**src/rtl/preset_timer.sv**
```systemverilog
// Programmable preset timer: up/down counting, one-shot or auto-reload, pause/resume,
// and a single-cycle terminal-count pulse.
module preset_timer #(
  parameter int unsigned WIDTH = 8
) (
  input  logic             clk,
  input  logic             rst,
  input  logic             load,
  input  logic [WIDTH-1:0] load_val,
  input  logic             dir_up,
  input  logic             start,
  input  logic             stop,
  input  logic             auto_reload,
  output logic [WIDTH-1:0] count,
  output logic             tc,
  output logic             busy,
  output logic             done
);

  typedef enum logic [1:0] {
    ST_IDLE = 2'd0,
    ST_RUN  = 2'd1,
    ST_HOLD = 2'd2,
    ST_DONE = 2'd3
  } state_e;

  state_e           state_q, state_d;
  logic [WIDTH-1:0] count_q, count_d;
  logic [WIDTH-1:0] reload_q, reload_d;
  logic             dir_q, dir_d;
  logic             tc_q, tc_d;

  logic [WIDTH-1:0] start_val_c;
  logic [WIDTH-1:0] term_val_c;
  logic [WIDTH-1:0] step_val_c;
  logic             at_term_c;
  logic             step_hits_term_c;
  logic             zero_period_c;

  // Period endpoints swap roles with direction; the reload register is always the far end.
  always_comb begin
    start_val_c      = dir_q ? '0 : reload_q;
    term_val_c       = dir_q ? reload_q : '0;
    step_val_c       = dir_q ? (count_q + WIDTH'(1)) : (count_q - WIDTH'(1));
    at_term_c        = (count_q == term_val_c);
    step_hits_term_c = (step_val_c == term_val_c);
    zero_period_c    = (start_val_c == term_val_c);
  end

  // Next-state: load > stop > start > counting; rst is applied in the register block.
  always_comb begin
    state_d  = state_q;
    count_d  = count_q;
    reload_d = reload_q;
    dir_d    = dir_q;
    tc_d     = 1'b0;

    if (load) begin
      reload_d = load_val;
      dir_d    = dir_up;
      count_d  = dir_up ? '0 : load_val;
      state_d  = ST_IDLE;
    end else begin
      unique case (state_q)
        ST_IDLE, ST_DONE: begin
          if (start) begin
            count_d = start_val_c;
            if (zero_period_c) begin
              state_d = ST_DONE;
              tc_d    = 1'b1;
            end else begin
              state_d = ST_RUN;
            end
          end
        end
        ST_HOLD: begin
          if (start) begin
            state_d = ST_RUN;
          end
        end
        ST_RUN: begin
          if (stop) begin
            state_d = ST_HOLD;
          end else if (!at_term_c) begin
            count_d = step_val_c;
            if (step_hits_term_c) begin
              tc_d = 1'b1;
              if (!auto_reload) begin
                state_d = ST_DONE;
              end
            end
          end else begin
            // Sitting on terminal only happens in auto-reload: begin the next period.
            count_d = start_val_c;
          end
        end
        default: begin
          state_d = ST_IDLE;
        end
      endcase
    end
  end

  always_ff @(posedge clk) begin
    if (rst) begin
      state_q  <= ST_IDLE;
      count_q  <= '0;
      reload_q <= '0;
      dir_q    <= 1'b0;
      tc_q     <= 1'b0;
    end else begin
      state_q  <= state_d;
      count_q  <= count_d;
      reload_q <= reload_d;
      dir_q    <= dir_d;
      tc_q     <= tc_d;
    end
  end

  assign count = count_q;
  assign tc    = tc_q;
  assign busy  = (state_q == ST_RUN);
  assign done  = (state_q == ST_DONE);

endmodule

```
**config.mk**
```make
export PLATFORM = sky130hd
export DESIGN_NAME = preset_timer
export DESIGN_NICKNAME = d
export VERILOG_FILES = /design/src/rtl/preset_timer.sv
export SDC_FILE = /design/constraint.sdc
export NUM_CORES = 1
export LEC_CHECK = 0
export ABC_CLOCK_PERIOD_IN_PS = 2750
export CORE_MARGIN = 5
export CORE_UTILIZATION = 48
export DETAILED_ROUTE_END_ITERATION = 10
export PLACE_DENSITY = 0.86
export SLEW_MARGIN = 20
export SYNTH_ARGS = -nofsm -noshare
export SYNTH_HDL_FRONTEND = slang
export SYNTH_SLANG_ARGS = --single-unit
```
**constraint.sdc**
```tcl
create_clock -name clk -period 2.75 [get_ports clk]
set_input_delay 0.55 -clock clk [delete_from_list [all_inputs] [get_ports clk]]
set_output_delay 0.55 -clock clk [all_outputs]
set_load 0.02 [all_outputs]
```
Yosys cells after proc, flatten, opt, wreduce, memory -nomap -nowiden
Cells that the tools add are included.
{"block": "totals", "regBits": 20, "latchBits": 0, "ramBits": 0, "rom_bits": 0, "in_bits": 15, "output_inout_bits": 11, "word_cells": 49, "n_memories": 0}
{"block": "classes", "n_addsub": 2, "n_mul": 0, "div_mod_pow": 0, "n_lt_le_gt_ge": 0, "n_eq_ne": 13, "shift": 0, "mux": 23, "bitwise_logic": 0, "n_reduce_logical": 6}
{"operator": "2-to-1 mux 8 bit", "n": 8}
{"operator": "== test 8 bit", "n": 3}
{"operator": "case mux 8 bit (2 select lines)", "n": 1}
{"operator": "2-to-1 mux 2 bit", "n": 7}
{"operator": "inequality test 3 bit (second input constant)", "n": 4}
{"operator": "adder 8 x 1 -> 8 bit (second input constant)", "n": 1}
{"operator": "subtractor 8 x 1 -> 8 bit (second input constant)", "n": 1}
{"operator": "case mux 2 bit (3 select lines)", "n": 1}
{"operator": "2-to-1 mux 1 bit", "n": 5}
{"operator": "AND reduction 5 bit", "n": 1}
{"operator": "== test 2 bit (second input constant)", "n": 2}
{"operator": "inequality test 2 bit (second input constant)", "n": 2}
{"operator": "OR reduction 2 bit", "n": 2}
{"operator": "inequality test 3 x 2 -> 1 bit (second input constant)", "n": 1}
{"operator": "AND reduction 3 bit", "n": 1}
{"operator": "nonzero test 3 bit", "n": 1}
{"operator": "== test 2 x 1 -> 1 bit (second input constant)", "n": 1}
{"operator": "zero test 2 bit", "n": 1}
{"operator": "case mux 1 bit (2 select lines)", "n": 1}

Longest topological paths before layout
Gate-level depths: netlist (run 1).
{"block": "logic_depth", "word_depth": 7, "mapped_depth": 9}

Worst setup path before layout (run 1)
No wires, ideal clock.
{"block": "synth_path", "path_kind": "flip-flop to flip-flop", "from": "register count_q[0], in the netlist count[0]", "to": "register state_q[1]", "setup_time_ns": 0.072, "t_arrival_ns": 2.749, "required_ns": 2.678, "slack_ns": -0.070, "path_stages_with_launch": 10, "path_buffers": 0, "period_less_slack_ns": 2.820, "path_cell_list": "dfxtp_1 inv_1 fa_1 nor4bb_1 nand2_1 a31oi_1 nand2_1 or4b_4 o41ai_2 mux2i_1"}
{"block": "synth_via", "elab_chain_len": 5, "elab_cells_between_ends": 8, "cone_classes": "add/sub (2); eq/ne (4); mux (1); reduce/logical (1)"}
{"item": "start: declaration", "line_no": "28", "text": "logic [WIDTH-1:0] count_q, count_d;"}
{"item": "start signal: assignment", "line_no": "113", "text": "count_q <= count_d;"}
{"item": "subtractor 8 x 1 -> 8 bit / adder 8 x 1 -> 8 bit (equally long branches)", "line_no": "44", "text": "step_val_c = dir_q ? (count_q + WIDTH'(1)) : (count_q - WIDTH'(1));"}
{"item": "2-to-1 mux 8 bit", "line_no": "44"}
{"item": "== test 8 bit", "line_no": "46", "text": "step_hits_term_c = (step_val_c == term_val_c);"}
{"item": "inequality test 3 x 2 -> 1 bit (no line)"}
{"item": "AND reduction 5 bit (no line) (*)"}
{"item": "end signal: assignment", "line_no": "112", "text": "state_q <= state_d;"}
{"item": "end: declaration", "line_no": "27", "text": "state_e state_q, state_d;"}
Mark *: on every way between the ends. The rest lies on a longest branch, timed or not.
A chain may end at the register's enable or synchronous reset.

Worst setup path in the final report (run 1)
Same ends and word-level chain as after synthesis.

==> results_dict.tcl, run 1 <==
set metrics [dict create \
    cts_buffers 3 \
    finalHoldViolations 0 \
    ys_warn_count 0 \
    path_clk_slew_ps 130 \
    worstPathArrival_ps 2990 \
    worstSkewPairLatency_ps 320 \
    first_global_vias 1593 \
    initial_core_util 0.489 \
    period_needed_ps 2730 \
    holdCritStartpoint "state_q[1]" \
    syn_avg_cell_area_um2 8.05 \
    setup_viol 0 \
    cp-start-kind "register" \
    cts.path.max_buffers 2 \
    worst_ep_required_time_ps 3010 \
    synth_seq_cells 20 \
    cp-end-kind "register" \
    synth_nets 226 \
    grt_max_degree 19 \
    grt.overflow.total 0 \
    fin_crit_sh 0.992 \
    grt_pass1_wl_um 7470 \
    timing.critical_path.cells "inv_1 > fa_2 > nor4bb_1 > nand2_1 > a31oi_1 > nand2_1 > or4b_4 > o41ai_4 > mux2i_1" \
    finClkSkew_ps 2.54 \
    final_util 0.627 \
    cts_root_buf "clkbuf_4" \
    clock_sinks 20 \
    final_area_mm2 0.00207 \
    hpwlAfterDp_um 3210 \
    wirelength_um 4520 \
    syn_inst 201 \
    antenna_found_initial 0 \
    cap_viol_max_count 0 \
    die_x_um 68.1 \
    synth-main-ff-cell "dfxtp_1" \
    initialDrtViolationCount 136 \
    critPathMostFrequentCell "nand2_1" \
    p_per_area_mw_per_mm2 504 \
    yosys.area.top_type "dfxtp_1" \
    rows 21 \
    drive_gt1_frac 0.132 \
    hold_path.class "register to register" \
    drc_errors 0 \
    setup_tns_ps 0 \
    synth-edff-count 0 \
    die_area_mm2 0.00463 \
    grt_util_all_layers 0.209 \
    core_mm2 0.00331 \
    ant_nets 0 \
    cp_max_fo 3 \
    r2r_start "count[0]" \
    avgViaCountPerCell 6.07 \
    wl_met2_um 2130 \
    routed-wl-met3_um 411 \
    syn2layout_area_growth_pct 28.2 \
    route.vias.total 1700 \
    io_buffers 25 \
    ir_drop_mv 0.344 \
    n_fill_cell 285 \
    cts_tree "yes" \
    top_layer "met4" \
    netlist_area_mm2 0.00162 \
    worst-setup-path-type "register to register" \
    ios 26 \
    worst_pin_slew_ps 618 \
    htree_levels 1 \
    wl_met1_um 1840 \
    synth.yosys.seq_area_share 0.247 \
    cp-startpoint "count[0]" \
    die_height_um 68.1 \
    slowest_stage "or4b_4" \
    postSynth.asyncResetShare 0 \
    relSlewSlack 0.588 \
    placed_area_mm2 0.00197 \
    fmax_ghz 0.366 \
    leakage_nw 0.789 \
    synth_top_area_frac 0.247 \
    drt_pre_antenna_iters 5 \
    diodes 0 \
    maxSlewViolCount 0 \
    ys_types 47 \
    yosys-top-cells-area "dfxtp_1, ha_1, nor2_1" \
    outcome "finished, final reports clean" \
    cpPeakStageDelay_ps 540 \
    gp_congestion 0.911 \
    nets 260 \
    wl_per_cell_um 16.1 \
]
-- cells by family after synthesis --
| logic type | Yosys count | synth area share |
|---|---|---|
| xor gates and xnor gates | 21 | 0.118 |
| buffers and inverters | 14 | 0.0333 |
| and+or+nand+nor | 76 | 0.237 |
| DFF | 20 | 0.247 |
| AOI/OAI and AO/OA | 52 | 0.233 |
| adders and majority gates | 10 | 0.0820 |
| muxes | 8 | 0.0495 |
-- layout by cell type (no fill, tap or decap), types with 4 or more instances in the layout --
master           instances
nor2_1                  28
mux2i_1                  8
inv_1                    4
nor3_1                   4
ha_1                     6
nand2_1                 24
a31oi_1                  7
xnor2_1                 10
o21ai_0                  7
xor2_1                  10
clkdlybuf4s50_1         25
dfxtp_1                 17
nor4b_1                  4
a21oi_1                  8
buf_4                   12
a311oi_1                 6
-- flip-flops by register name, summed over array words and instances, names as in the netlist --
signal	cells
count	8
dir_q	1
reload_q	8
state_q	2
tc	1
-- synthesized netlist by cell type, types with 2 or more instances --
cell type	instances
nand2_1	24
xor2_1	10
a311oi_1	6
a211oi_1	3
o22ai_1	2
o211ai_1	3
dfxtp_1	20
a31oi_1	7
ha_1	9
o21ai_0	7
a21oi_1	8
nand3b_1	2
nor2_1	28
nor2b_1	2
nor4b_1	4
a2bb2oi_1	3
and2_1	2
mux2i_1	8
inv_1	5
nor3_1	4
xnor2_1	10
and4bb_1	2
a22oi_1	2
clkbuf_1	7
-- per-stage QoR --
stage / total power, mW / setup slack [ps] / std cells / hold slack [ps]
final: 1.05 / 20.8 / 280 / 533
after CTS: 1.02 / 15.9 / 278 / 528
after global placement: 0.746 / 147 / 274 / 494
after global routing: 1.09 / -3.16 / 280 / 542
after floorplan: 0.625 / 36.0 / 201 / 468
after detailed placement: 0.755 / 46.1 / 274 / 511
-- layer usage --
metal  GRT usage  vias up
met5           0        -
met4      0.0819        0
met3      0.0460       18
met2       0.342       96
met1       0.266      788
li1            -      798
-- critical path, delay by kind of cell, from the launching register on --
kind	cells	cell delay [ps]
AOI/OAI and AO/OA	2	450
buffers and inverters	1	130
muxes	1	220
adders and majority gates	1	490
DFF	1	340
and+or+nand+nor	4	1040
-- timing repair --
action / CTS / global route
pin swaps: 1 / 4
gates cloned: 0 / 0
gates resized for setup: 2 / 7
hold buffers: 0 / 0
endpoints found under the setup margin: 2 / 3
buffers inserted: 0 / 2
-- power breakdown --
part / internal [mW] / switching (mW)
sequential: 0.312 / 0.0351
combinational: 0.211 / 0.231
clock: 0.148 / 0.108
-- final cells by class --
cell class / count / area (µm²) / share of cell area
multi-input cells: 167 / 1190 / 0.576
clock inverters: 1 / 30.0 / 0.0145
clock buffers: 3 / 22.5 / 0.0109
flip-flops and latches: 20 / 404 / 0.195
inverters: 6 / 25.0 / 0.0121
repair buffers: 37 / 340 / 0.164
well taps: 46 / 57.6 / 0.0277
-- path summary, 6_finish.rpt --
kind              slack (ps)    endpoint  cells past startpoint
setup reg to reg          20  state_q[1]                      9
hold / removal           530  state_q[1]                      2
setup / recovery          20  state_q[1]                      9
hold reg to reg          530  state_q[1]                      2
Power figures use the tool's default switching activity.
==> run 2: changes to the inputs <==
--- a/config.mk
+++ b/config.mk
@@ -9,6 +9,7 @@
 export CORE_MARGIN = 5
 export CORE_UTILIZATION = 48
 export DETAILED_ROUTE_END_ITERATION = 10
+export GPL_ROUTABILITY_DRIVEN = 0
 export PLACE_DENSITY = 0.86
 export SLEW_MARGIN = 20
 export SYNTH_ARGS = -nofsm -noshare
==> results of run 2 <==
No change in the layout: final DEF, timing and power equal those of run 1.
==> patch 1 (flow settings as in run 1) <==
Register the inputs `load`, `load_val`, `dir_up`, `start`, `stop` and `auto_reload` before use, cleared by the reset. The logic sees them one clock later.
--- a/src/rtl/preset_timer.sv
+++ b/src/rtl/preset_timer.sv
@@ -25,2 +25,27 @@
   } state_e;
+
+  logic load_q;
+  logic [WIDTH-1:0] load_val_q;
+  logic dir_up_q;
+  logic start_q;
+  logic stop_q;
+  logic auto_reload_q;
+
+  always_ff @(posedge clk) begin
+    if (rst) begin
+      load_q        <= '0;
+      load_val_q    <= '0;
+      dir_up_q      <= '0;
+      start_q       <= '0;
+      stop_q        <= '0;
+      auto_reload_q <= '0;
+    end else begin
+      load_q        <= load;
+      load_val_q    <= load_val;
+      dir_up_q      <= dir_up;
+      start_q       <= start;
+      stop_q        <= stop;
+      auto_reload_q <= auto_reload;
+    end
+  end
 
@@ -57,6 +82,6 @@
 
-    if (load) begin
-      reload_d = load_val;
-      dir_d    = dir_up;
-      count_d  = dir_up ? '0 : load_val;
+    if (load_q) begin
+      reload_d = load_val_q;
+      dir_d    = dir_up_q;
+      count_d  = dir_up_q ? '0 : load_val_q;
       state_d  = ST_IDLE;
@@ -65,3 +90,3 @@
         ST_IDLE, ST_DONE: begin
-          if (start) begin
+          if (start_q) begin
             count_d = start_val_c;
@@ -76,3 +101,3 @@
         ST_HOLD: begin
-          if (start) begin
+          if (start_q) begin
             state_d = ST_RUN;
@@ -81,3 +106,3 @@
         ST_RUN: begin
-          if (stop) begin
+          if (stop_q) begin
             state_d = ST_HOLD;
@@ -87,3 +112,3 @@
               tc_d = 1'b1;
-              if (!auto_reload) begin
+              if (!auto_reload_q) begin
                 state_d = ST_DONE;
Check against the original RTL: not equivalent (a bounded check fails within 4 cycles, from zero or initial values and one cycle with rst high).
==> patch 1 against run 1 <==
Critical path depth unchanged; worst setup slack gained 0.15 ns; utilization fell by 4.2 points; cell count rose by 15%; via count is 13% higher; routed wire length increased by 10%; non-clock buffer count decreased by 2; global-route usage decreased by 3.2 points; worst hold slack worse by 0.050 ns; final area grew 21%; sequential cell count up 13; area after synthesis increased by 29%; power increased by 93%; critical path type unchanged; highest routed layer unchanged.
==> patch 1: results (changes against run 1) <==
| Metric | Value |
|---|---|
| Metal-1 WL | 2.19 mm (was 1.84 mm) |
| Hold Crit Start | load_val_q[3] (was state_q[1]) |
| Drt pass-1 iters | 4 (was 5) |
| Clock Skew | 0.0102 ns (was 0.00254 ns) |
| XOR/XNOR share of the synthesized area | 5.88% (was 11.8%) |
| Status | completed (unchanged) |
| Final Non-Filler Cells | 322 (was 280) |
| Routed wire length | 4.98 mm (was 4.52 mm) |
| Crit-path max FO | 6 (was 3) |
| Area share of fa/ha/maj cells after synthesis | 6.35% (was 8.20%) |
| DR WL met3 | 349 um (was 411 um) |
| Placement Cell Area | 2380 um^2 (was 1970 um^2) |
| First-pass GRT wire length | 8.51 mm (was 7.47 mm) |
| Max stage delay on crit path | 0.57 ns (was 0.54 ns) |
| Num CTS Buffers | 5 (was 3) |
| Layout cells sized above 1 | 13.3% (was 13.2%) |
| Fillers | 373 (was 285) |
| Root buffer cell | clkbuf_8 (was clkbuf_4) |
| Worst VDD drop | 0.000353 V (was 0.000344 V) |
| Reg2reg start | dir_q (was count[0]) |
| Worst-path clk slew | 0.07 ns (was 0.13 ns) |
| Fin crit share | 93.7% (was 99.2%) |
| Met2 Wirelength | 2.32 mm (was 2.13 mm) |
| Dpl cells | 314 (was 274) |
| Tot GR Track Use | 17.7% (was 20.9%) |
| Pin count of the biggest net entering global routing | 23 (was 19) |
| Syn Nets | 268 (was 226) |
| Vias in the first global route | 1787 (was 1593) |
| Worst-margin pin slew | 0.823 ns (was 0.618 ns) |
| CP max-delay cell | fa_2 (was or4b_4) |
| DP HPWL | 3.64 mm (was 3.21 mm) |
| Post-synthesis mux area share | 5.28% (was 4.95%) |
| Synth cell count leaders | 38 x nor2_1, 33 x dfxtp_1, 18 x nand2_1 (was 28 x nor2_1, 24 x nand2_1, 20 x dfxtp_1) |
| Unique masters post-synth | 51 (was 47) |
| Fin Hold WS | 0.482 ns (was 0.533 ns) |
| RD Place Congestion | 0.883 (was 0.911) |
| WHS Endpoint | count[3] (was state_q[1]) |
| Cell leakage power | 0.902 nW (was 0.789 nW) |
| Synth Area in Compound Gates | 21.8% (was 23.3%) |
| Met3 GRT Util | 2.73% (was 4.60%) |
| Vias after detailed routing | 1921 (was 1700) |
| Worst-Skew Late Latency | 0.29 ns (was 0.32 ns) |
| 1st-iter DRT viols | 216 (was 136) |
| GR Layer Usage met1 | 23.6% (was 26.6%) |
| Nets | 294 (was 260) |
| Reg2reg end | tc (was state_q[1]) |
| Critical path data arrival time | 2.76 ns (was 2.99 ns) |
==> patch 1: cell families after synthesis <==
kind of cell | Yosys count
compound gates | 58
xor+xnor | 14
fa+ha+maj | 10
buf+inv | 22
flops | 33
mux | 11
simple gates | 95
==> patch 1: layout make-up <==
type | count | area [um^2] | area share [%]
Timing Repair Buffer | 35 | 325 | 13.0
Clock inverter | 2 | 37.5 | 1.50
Clock buffer | 6 | 82.6 | 3.29
Inverter | 6 | 22.5 | 0.897
Tap cell | 52 | 65.1 | 2.59
Multi-Input combinational cell | 188 | 1310 | 52.3
Sequential cell | 33 | 663 | 26.4
==> patch 1: power breakdown <==
| group | internal [mW] | switching, mW | total (mW) |
|---|---|---|---|
| sequential | 0.531 | 0.0567 | 0.588 |
| combinational | 0.411 | 0.545 | 0.956 |
| clock | 0.294 | 0.181 | 0.476 |
| total | 1.24 | 0.783 | 2.02 |
==> patch 2 (config.mk and constraints of run 1) <==
Made on the original files. Change the parameter `WIDTH` from 8 to 7.
--- a/src/rtl/preset_timer.sv
+++ b/src/rtl/preset_timer.sv
@@ -3,3 +3,3 @@
 module preset_timer #(
-  parameter int unsigned WIDTH = 8
+  parameter int unsigned WIDTH = 7
 ) (
Interface: changed (resized count and load_val); port bits go from 26 to 24. The function was not compared with the original's and may differ.
==> patch 2 against run 1 <==
Worst setup slack better by 0.18 ns; sequential cell count is 2 lower; routed wire length is 11% lower; synthesized cell count is 3.5% lower; clock power is 32% lower; combinational power is 3% higher; critical path type unchanged; global-route usage is 2.6 points lower; worst hold slack better by 0.010 ns; power is 9.9% lower; final area is 5.7% lower; via count is 7.6% lower; clock skew is 0.0072 ns higher; area after synthesis is 1.3% lower.
==> patch 2: results (changes against run 1) <==
| Metric | Value |
|---|---|
| Status | completed (unchanged) |
| Clk_buf instances | 4 (was 3) |
| Final Non-Filler Cells | 266 (was 280) |
| Clock Skew | 0.00974 ns (was 0.00254 ns) |
| Worst-margin pin slew | 0.627 ns (was 0.618 ns) |
| Fraction of area in multi-input gates | 60.0% (was 57.6%) |
| Seq pwr share | 33.4% (was 33.2%) |
| Area share of fa/ha/maj cells after synthesis | 7.52% (was 8.20%) |
| Data buffer area share | 15.2% (was 16.4%) |
| Placement Cell Area | 1910 um^2 (was 1970 um^2) |
| 1st-iter DRT viols | 149 (was 136) |
| Unique masters post-synth | 49 (was 47) |
| Syn Nets | 217 (was 226) |
| Tot GR Track Use | 18.4% (was 20.9%) |
| Sequential cell area share | 18.5% (was 19.5%) |
| Final Cell Area | 1960 um^2 (was 2070 um^2) |
| Net Sw Power | 0.353 mW (was 0.375 mW) |
| GR Layer Usage met1 | 25.6% (was 26.6%) |
| Seq_cells | 18 (was 20) |
| Plain + repair buffers | 32 (was 37) |
| Worst VDD drop | 0.000248 V (was 0.000344 V) |
| Routed wire length | 4.01 mm (was 4.52 mm) |
| Cell leakage power | 0.752 nW (was 0.789 nW) |
| Crit-path max FO | 6 (was 3) |
| Metal-1 WL | 1.82 mm (was 1.84 mm) |
| Layout clock area frac | 1.85% (was 2.53%) |
| Critical path data arrival time | 2.76 ns (was 2.99 ns) |
| Vias in the first global route | 1453 (was 1593) |
| First-pass GRT wire length | 6.50 mm (was 7.47 mm) |
| Fillers | 298 (was 285) |
| Nets | 244 (was 260) |
| Reg2reg start | dir_q (was count[0]) |
| Sw frac | 37.5% (was 35.9%) |
| Synth Area in Compound Gates | 20.8% (was 23.3%) |
| Synth cell count leaders | 24 x nor2_1, 18 x dfxtp_1, 16 x nand2_1 (was 28 x nor2_1, 24 x nand2_1, 20 x dfxtp_1) |
| CP max-delay cell | xor3_1 (was or4b_4) |
| GR Util met2 | 30.0% (was 34.2%) |
patch 2: cell types whose count changed after synthesis, moves of 4 or more:
cell and change:
nand2_1 -8, xor2_1 -8, nand3_1 +7, a311oi_1 -5, o21ai_0 -5, nor2_1 -4, nor2b_1 +4, nor3_1 -4
o21bai_1 +4
patch 2: worst max-delay path, delay by kind of cell, from the launching register on:
family	cells	cell delay, ns
buffers and inverters	2	0.26
adder cells (fa/ha/maj)	1	0.26
AO/OA/AOI/OAI	3	0.85
flip-flops	1	0.34
XOR/XNOR	1	0.38
AND/OR/NAND/NOR	2	0.35
patch 2: worst max-delay path by stage:
stage	endpoint	slack [ns]	cells after the start
finish	tc	0.20	9
global route	tc	0.03	8
CTS	tc	0.15	8
detailed placement	tc	0.18	8
global placement	tc	0.26	8
floorplan	tc	0.13	9
patch 2: repair_timing:
action,CTS,global route
setup endpoints to repair,0,1
resized for setup,0,2
endpoints found under the hold margin,0,0
